===== src/rtl/counter_pkg.sv =====
// Shared encodings for the counter family (event/timebase, timer and PWM blocks).
// Function-free so any block can import it without dragging in logic.
package counter_pkg;

  typedef enum logic {
    MODE_WRAP = 1'b0,
    MODE_SAT  = 1'b1
  } mode_e;

  typedef enum logic {
    DIR_DOWN = 1'b0,
    DIR_UP   = 1'b1
  } dir_e;

endpackage : counter_pkg


===== src/rtl/mod_updown_counter_step_calc.sv =====
// Combinational next-value calculator for a 0..limit counter stepping by s.
// Works at SIZE+1 bits so limit = 2^SIZE-1 wraps without losing the carry.
module mod_step_calc
  import counter_pkg::*;
#(
  parameter int SIZE = 8
) (
  input  logic [SIZE-1:0] count,
  input  logic [SIZE:0]   s,
  input  logic [SIZE-1:0] limit,
  input  logic            up_down,
  input  logic            mode,
  output logic [SIZE-1:0] next,
  output logic            cross_up,
  output logic            cross_down
);

  logic [SIZE:0] c_x;
  logic [SIZE:0] lim_x;
  logic [SIZE:0] span_x;
  logic [SIZE:0] sum_x;

  always_comb begin
    c_x        = {1'b0, count};
    lim_x      = {1'b0, limit};
    span_x     = lim_x + {{SIZE{1'b0}}, 1'b1};
    sum_x      = c_x + s;
    next       = count;
    cross_up   = 1'b0;
    cross_down = 1'b0;

    if (up_down == DIR_UP) begin
      if (sum_x > lim_x) begin
        cross_up = 1'b1;
        next     = (mode == MODE_SAT) ? limit : SIZE'(sum_x - span_x);
      end else begin
        next = SIZE'(sum_x);
      end
    end else begin
      if (s > c_x) begin
        cross_down = 1'b1;
        // c + (limit+1) - s stays below 2^(SIZE+1), so no wrap in the intermediate
        next       = (mode == MODE_SAT) ? '0 : SIZE'(c_x + span_x - s);
      end else begin
        next = SIZE'(c_x - s);
      end
    end
  end

endmodule : mod_step_calc


===== src/rtl/mod_updown_counter.sv =====
// General-purpose up/down counter: runtime modulus and step, wrap/saturate,
// synchronous load, registered terminal-count pulse and sticky ovf/unf flags.
module mod_updown_counter
  import counter_pkg::*;
#(
  parameter int SIZE   = 8,
  parameter int STEP_W = 4
) (
  input  logic              clk,
  input  logic              reset,
  input  logic              enable,
  input  logic              up_down,
  input  logic              mode,
  input  logic [STEP_W-1:0] step,
  input  logic [SIZE-1:0]   limit,
  input  logic              load_en,
  input  logic [SIZE-1:0]   load,
  input  logic              clear_flags,
  output logic [SIZE-1:0]   count,
  output logic              tc,
  output logic              ovf,
  output logic              unf
);

  localparam int EW = (STEP_W > SIZE + 1) ? STEP_W : SIZE + 1;

  logic [SIZE-1:0] count_q, count_d;
  logic            tc_q, tc_d;
  logic            ovf_q, ovf_d;
  logic            unf_q, unf_d;

  logic [EW-1:0]   step_x;
  logic [EW-1:0]   span_x;
  logic [SIZE:0]   s_eff;
  logic [SIZE-1:0] calc_next;
  logic            calc_cross_up;
  logic            calc_cross_down;

  // Effective step never exceeds one full lap of the modulus.
  always_comb begin
    step_x = EW'(step);
    span_x = EW'(limit) + EW'(1);
    s_eff  = (step_x < span_x) ? (SIZE + 1)'(step_x) : (SIZE + 1)'(span_x);
  end

  mod_step_calc #(
    .SIZE (SIZE)
  ) u_step_calc (
    .count      (count_q),
    .s          (s_eff),
    .limit      (limit),
    .up_down    (up_down),
    .mode       (mode),
    .next       (calc_next),
    .cross_up   (calc_cross_up),
    .cross_down (calc_cross_down)
  );

  always_comb begin
    count_d = count_q;
    tc_d    = 1'b0;
    ovf_d   = ovf_q & ~clear_flags;
    unf_d   = unf_q & ~clear_flags;

    if (load_en) begin
      count_d = (load > limit) ? limit : load;
    end else if (count_q > limit) begin
      count_d = limit;
    end else if (enable && (step != '0)) begin
      count_d = calc_next;
      tc_d    = calc_cross_up | calc_cross_down;
      // A same-edge crossing overrides clear_flags.
      if (calc_cross_up)   ovf_d = 1'b1;
      if (calc_cross_down) unf_d = 1'b1;
    end
  end

  always_ff @(posedge clk or posedge reset) begin
    if (reset) begin
      count_q <= '0;
      tc_q    <= 1'b0;
      ovf_q   <= 1'b0;
      unf_q   <= 1'b0;
    end else begin
      count_q <= count_d;
      tc_q    <= tc_d;
      ovf_q   <= ovf_d;
      unf_q   <= unf_d;
    end
  end

  assign count = count_q;
  assign tc    = tc_q;
  assign ovf   = ovf_q;
  assign unf   = unf_q;

endmodule : mod_updown_counter


===== config.mk =====
export PLATFORM = sky130hd
export DESIGN_NAME = mod_updown_counter
export DESIGN_NICKNAME = d
export VERILOG_FILES = /design/src/rtl/counter_pkg.sv /design/src/rtl/mod_updown_counter_step_calc.sv /design/src/rtl/mod_updown_counter.sv
export SDC_FILE = /design/constraint.sdc
export NUM_CORES = 1
export LEC_CHECK = 0
export BUFFER_PORTS_ARGS = -buffer_cell sky130_fd_sc_hd__buf_2
export CAP_MARGIN = 20
export CORE_MARGIN = 2
export CORE_UTILIZATION = 65
export DETAILED_ROUTE_END_ITERATION = 7
export PLACE_DENSITY = 0.87
export RECOVER_POWER = 50
export SLEW_MARGIN = 20
export SYNTH_ARGS = -nofsm -noshare
export SYNTH_HDL_FRONTEND = slang
export SYNTH_SLANG_ARGS = --single-unit

===== constraint.sdc =====
create_clock -name clk -period 7.45 [get_ports clk]
set_clock_uncertainty 0.15 [all_clocks]
set_input_delay 0.3725 -clock clk [delete_from_list [all_inputs] [get_ports clk]]
set_output_delay 0.3725 -clock clk [all_outputs]
set_load 0.03 [all_outputs]

# After elaboration in Yosys (flattened, before gate mapping)
# Cells that the tools add are included.
[word_totals] regBits=11 in_bits=27 out_inout_bits=11
[op_classes] add_sub_neg=6 order_cmp=5 n_mux=25 n_bitwise=4 reduce_logical=3
[ops] op="8-bit 2-to-1 mux" count=9
[ops] op="8-bit subtractor" count=3
[ops] op="9-bit by 8-bit > comparator with 1-bit output" count=2
[ops] op="8-bit > comparator" count=2
[ops] op="1-bit 2-to-1 mux" count=15
[ops] op="8-bit by 1-bit adder with 9-bit output, second input constant" count=1
[ops] op="8-bit by 9-bit adder with 9-bit output" count=1
[ops] op="4-bit by 9-bit less-than comparator with 1-bit output" count=1
[ops] op="9-bit 2-to-1 mux" count=1
[ops] op="8-bit adder" count=1
[ops] op="4-bit nonzero test" count=1
[ops] op="3-bit nonzero test" count=1
[ops] op="1-bit AND" count=2
[ops] op="1-bit logical AND" count=1
[ops] op="1-bit inverter" count=1
[ops] op="1-bit OR" count=1

# Logic depth before layout (Yosys ltp)
[logic_depth] ltp_word=11 depth_mapped=29 depth_no_buf=27

# By module
# A second synthesis with hierarchy kept.
[unflattened] cells_unflattened=478 area_unflattened_um2=3729.8
[modules_own_cells] module="mod_step_calc" n_inst=1 cells_each=318 area_per_inst_um2=2339.7
[modules_own_cells] module="mod_updown_counter" n_inst=1 cells_each=160 area_per_inst_um2=1390.1

# Worst setup path before layout
# Ideal clock, no wire load.
[synth_path] path_kind="input -> register" startpoint="input port limit[0]" endpoint="register count_q[5] (netlist: count[5])" t_arrival_ns=5.129 required_time_ns=7.174 path_slack_ns=2.045 cell_stages=28 path_buffers=2 path_cell_list="ha_1 -> inv_1 -> ha_1 -> o21a_1 -> o22ai_1 -> a21oi_1 -> a21oi_1 -> or2_2 -> clkbuf_1 -> nor2_1 -> a21o_1 -> ha_1 -> inv_1 -> fa_1 -> or2_2 -> a221oi_1 -> nor2_1 -> o21bai_1 -> xnor2_1 -> ha_1 -> nand4_1 -> a21oi_1 -> o21ai_0 -> nand3b_1 -> buf_2 -> o211ai_1 -> a31oi_1 -> o32a_1"
[synth_between] elab_chain_cells=11 elab_cells_between_ends=22 cone_classes="add/sub (6); order compare (5); mux (10); reduce/logical (1)"
[synth_rtl] element="start, declared" line="mod_updown_counter.sv:15" text="input logic [SIZE-1:0] limit,"
[synth_rtl] element="8-bit by 1-bit adder with 9-bit output" line="mod_updown_counter_step_calc.sv:26" text="span_x = lim_x + {{SIZE{1'b0}}, 1'b1};"
[synth_rtl] element="4-bit by 9-bit less-than comparator with 1-bit output" line="mod_updown_counter.sv:43" text="s_eff = (step_x < span_x) ? (SIZE + 1)'(step_x) : (SIZE + 1)'(span_x);"
[synth_rtl] element="9-bit 2-to-1 mux" line="mod_updown_counter.sv:43"
[synth_rtl] element="8-bit by 9-bit adder with 9-bit output" line="mod_updown_counter_step_calc.sv:27" text="sum_x = c_x + s;"
[synth_rtl] element="8-bit subtractor" line="mod_updown_counter_step_calc.sv:35" text="next = (mode == MODE_SAT) ? limit : SIZE'(sum_x - span_x);"
[synth_rtl] element="8-bit 2-to-1 mux" line="mod_updown_counter_step_calc.sv:35"
[synth_rtl] element="8-bit 2-to-1 mux" line="mod_updown_counter_step_calc.sv:33" text="if (sum_x > lim_x) begin"
[synth_rtl] element="8-bit 2-to-1 mux" line="mod_updown_counter_step_calc.sv:32" text="if (up_down == DIR_UP) begin"
[synth_rtl] element="8-bit 2-to-1 mux" line="mod_updown_counter.sv:69" text="end else if (enable && (step != '0)) begin"
[synth_rtl] element="8-bit 2-to-1 mux" line="mod_updown_counter.sv:67" text="end else if (count_q > limit) begin"
[synth_rtl] element="8-bit 2-to-1 mux" line="mod_updown_counter.sv:65" text="if (load_en) begin"
[synth_rtl] element="end signal, assigned" line="mod_updown_counter.sv:85" text="count_q <= count_d;"
[synth_rtl] element="end, declared" line="mod_updown_counter.sv:27" text="logic [SIZE-1:0] count_q, count_d;"
# Parallel ways exist; a longest one is shown, timed or not. The select of a mux whose other input is x is not followed.
# A chain may end at the register's enable or synchronous reset.

# Final worst setup path
[layout_path] startpoint="input port limit[0]" endpoint="register count_q[3] (netlist: count[3])"
# The elaborated chain is that of the path after synthesis.

==> results.cfg <==
[run_status]
status = finished clean

[final_layout]
final-instance-count-excl-fill = 549
diodes = 0
finish.net_count = 583
fillers = 419
drive_gt1_share_pct = 9.39
area_growth_pct = 9.39

[routing]
dr_total_vias = 3449
wl_per_cell_um = 17.2
antenna_left = 0
vias_per_cell = 6.28
post-route-drc-count = 0
drt_iter0_markers = 232
wl_um = 9460
drt-pass1-iter-count = 5

[yosys]
synth_edf_count = 0
syn-cell-area_um2 = 3340
ys_seq_area_share_pct = 8.23
yosysTopAreaCell = ha_1
avgSynthCellArea_um2 = 7.67
synth_cell_types = 58
netlist_top_cells_area = ha_1 (25%), dfrtp_1 (8.2%), fa_1 (6.0%)
ys_ff_latch = 11
synthArstFlopShare_pct = 100
synth-main-ff-cell = dfrtp_1
synthCells = 436
ys_warn_count = 0
synth_top_area_share_pct = 24.7

[sta]
worstMarginPinSlew_ns = 0.981
slew_violations = 0
relSlewSlack_pct = 34.2
finalSetupViolations = 0
hold_viol_final = 0
post-route-period-util_pct = 82.1
fin_ws_ns = 1.33
rsz0062_at_grt = no
fmax_mhz = 164
fin_crit_ns = 6.12
setup_tns_ns = 0

[placement]
dpl_worst_slack_ns = 1.23
dp_cells = 544
gp_routability_congestion = 0.901
numPortBuffers = 37
dp_hpwl_um = 7720

[power_and_ir_drop]
power.density_nw_per_um2 = 390
finalPower_mw = 1.43
ir_drop_mv = 0.222
p_leak_nw = 1.77

[die]
row_count = 26
start_util_pct = 66.3
core_area_um2 = 5040
io_pins = 38
dieArea_um2 = 5730
die_height_um = 75.7
die_w_um = 75.7

[grt]
grt_pass1_vias = 3349
grt_start_max_net_pins = 17
grt_usage_pct = 35.2
gr-total-overflow = 0
grt_first_pass_wirelength_um = 15200
antenna_found_initial = 0

[clock_network]
cts.sinks = 11
clock_latency_ns = 0.25
cts_max_level = 1
post_cts_resized = 0
clk_pin_slew_ns = 0.05
numCtsBuffers = 3
cts_tree = done
clock-root-buffer = clkbuf_8
cts_buffer_depth = 2

[setup_path]
critPathMaxFanout = 15
endpoint = count[3]$_DFFE_PP0P_
rr_worst_depth = 16
path_class = in2reg
r2r_slack_ns = 2.95
cp-start-kind = primary input
critPathRequiredTime_ns = 7.46
rr_endpoint = count[3]$_DFFE_PP0P_
cpMaxStageDelayCell = fa_1
arrival_ns = 6.13
cp-end-kind = flop
max_stage_delay_ns = 0.44
r2r_start = count[1]$_DFFE_PP0P_
cp-startpoint = limit[0]

[flow_run]
max_cap_viol_count = 0

[hold_path]
hp-class = in2reg
==> report_power, final <==
part           switching (mW)  internal [mW]  leakage, nW  total [mW]
logic                   0.729          0.506         1.61        1.24
clock network          0.0268         0.0379       0.0228      0.0647
registers              0.0456         0.0805        0.136       0.126
total                   0.802          0.625         1.77        1.43
==> placed cells by master (no fill, tap or decap), types with 5 or more instances in the layout <==
cell      instances
nand3b_1          5
a21oi_1          36
a31oi_1           7
nand2_1          17
ha_1             66
nor3_1           12
o21bai_1          6
a211oi_1         12
nand4_1           5
or3_1             5
nor2b_1           8
xor2_1            9
buf_2            32
fa_1             10
nand2b_1          7
o31ai_1           5
nand3_1          12
and3_1            6
o21a_1            5
o22ai_1           8
inv_1            42
xnor2_1          18
dfrtp_1          11
o21ai_0          19
clkbuf_1          6
conb_1           16
a21o_1            8
nor2_1           37
==> worst max-delay path: cells and delay by family <==
kind | cells | cell delay (ns)
xor+xnor | 1 | 0.22
compound gates | 13 | 1.96
buf+inv | 3 | 0.35
fa+ha+maj | 5 | 1.62
simple gates | 6 | 1.59
==> cell type report <==
class,count,area (um^2),area share (%)
repair buffers,40,204,5.58
multi-input cells,380,2880,78.8
inverters,44,165,4.52
flip-flops and latches,11,275,7.53
clock buffers,4,45.0,1.23
well taps,70,87.6,2.39
==> metal layers <==
| layer | track usage, % | vias to the layer above | part of all wire (%) |
|---|---|---|---|
| met5 | 0 | - | 0 |
| met4 | 18.1 | 0 | 4.7 |
| met3 | 4.37 | 44 | 7.1 |
| met2 | 60.8 | 165 | 48 |
| met1 | 42.8 | 1595 | 40 |
| li1 | - | 1645 | - |
==> cells in the mapped netlist, types with 7 or more instances <==
master,n
nor2b_1,8
xor2_1,9
a21o_1,8
a211oi_1,12
nand2b_1,7
o21ai_0,19
clkbuf_1,8
nor2_1,37
a31oi_1,7
fa_1,10
inv_1,42
ha_1,66
nand2_1,17
nand3_1,12
o22ai_1,8
dfrtp_1,11
nor3_1,12
xnor2_1,18
a21oi_1,36
==> cell families (layout without fill, tap and decap cells) <==
logic type	after synthesis	in the layout	synth area share (%)
simple gates	122	122	18.4
buf+inv	59	88	7.19
mux	5	5	1.53
flops	11	11	8.23
fa+ha+maj	76	76	30.7
xor+xnor	28	28	7.56
other cells	2	16	0.225
compound gates	133	133	26.2
==> flip-flops by register name, indices dropped and copies added, names as in the netlist <==
signal / flops
count: 8
ovf: 1
tc: 1
unf: 1
==> metrics by stage <==
step / cell area, um^2 / utilization [%] / hold slack [ns]
2_1_floorplan: 3400 / - / 0.0749
3_3_place_gp: 3610 / 71.6 / 0.246
3_5_place_dp: 3610 / 71.6 / 0.252
4_1_cts: 3660 / 72.7 / 0.167
5_1_grt: 3660 / 72.5 / 0.183
6_report: 3660 / 72.5 / 0.170
==> repair_timing <==
action / in CTS / in global routing
hold endpoints to repair: 11 / 0
hold buffers: 1 / 0
setup buffers: 0 / 0
==> worst min-delay path by stage <==
stage / endpoint / slack, ns / depth (start not counted) / from
after global placement: ovf$_DFF_PP0_ / 0.25 / 2 / reset
after floorplan: count[0]$_DFFE_PP0P_ / 0.07 / 1 / reset
after detailed placement: unf$_DFF_PP0_ / 0.25 / 2 / reset
final: unf$_DFF_PP0_ / 0.17 / 2 / clear_flags
after CTS: unf$_DFF_PP0_ / 0.17 / 2 / clear_flags
after global routing: unf$_DFF_PP0_ / 0.18 / 2 / clear_flags
Power figures use the tool's default switching activity.
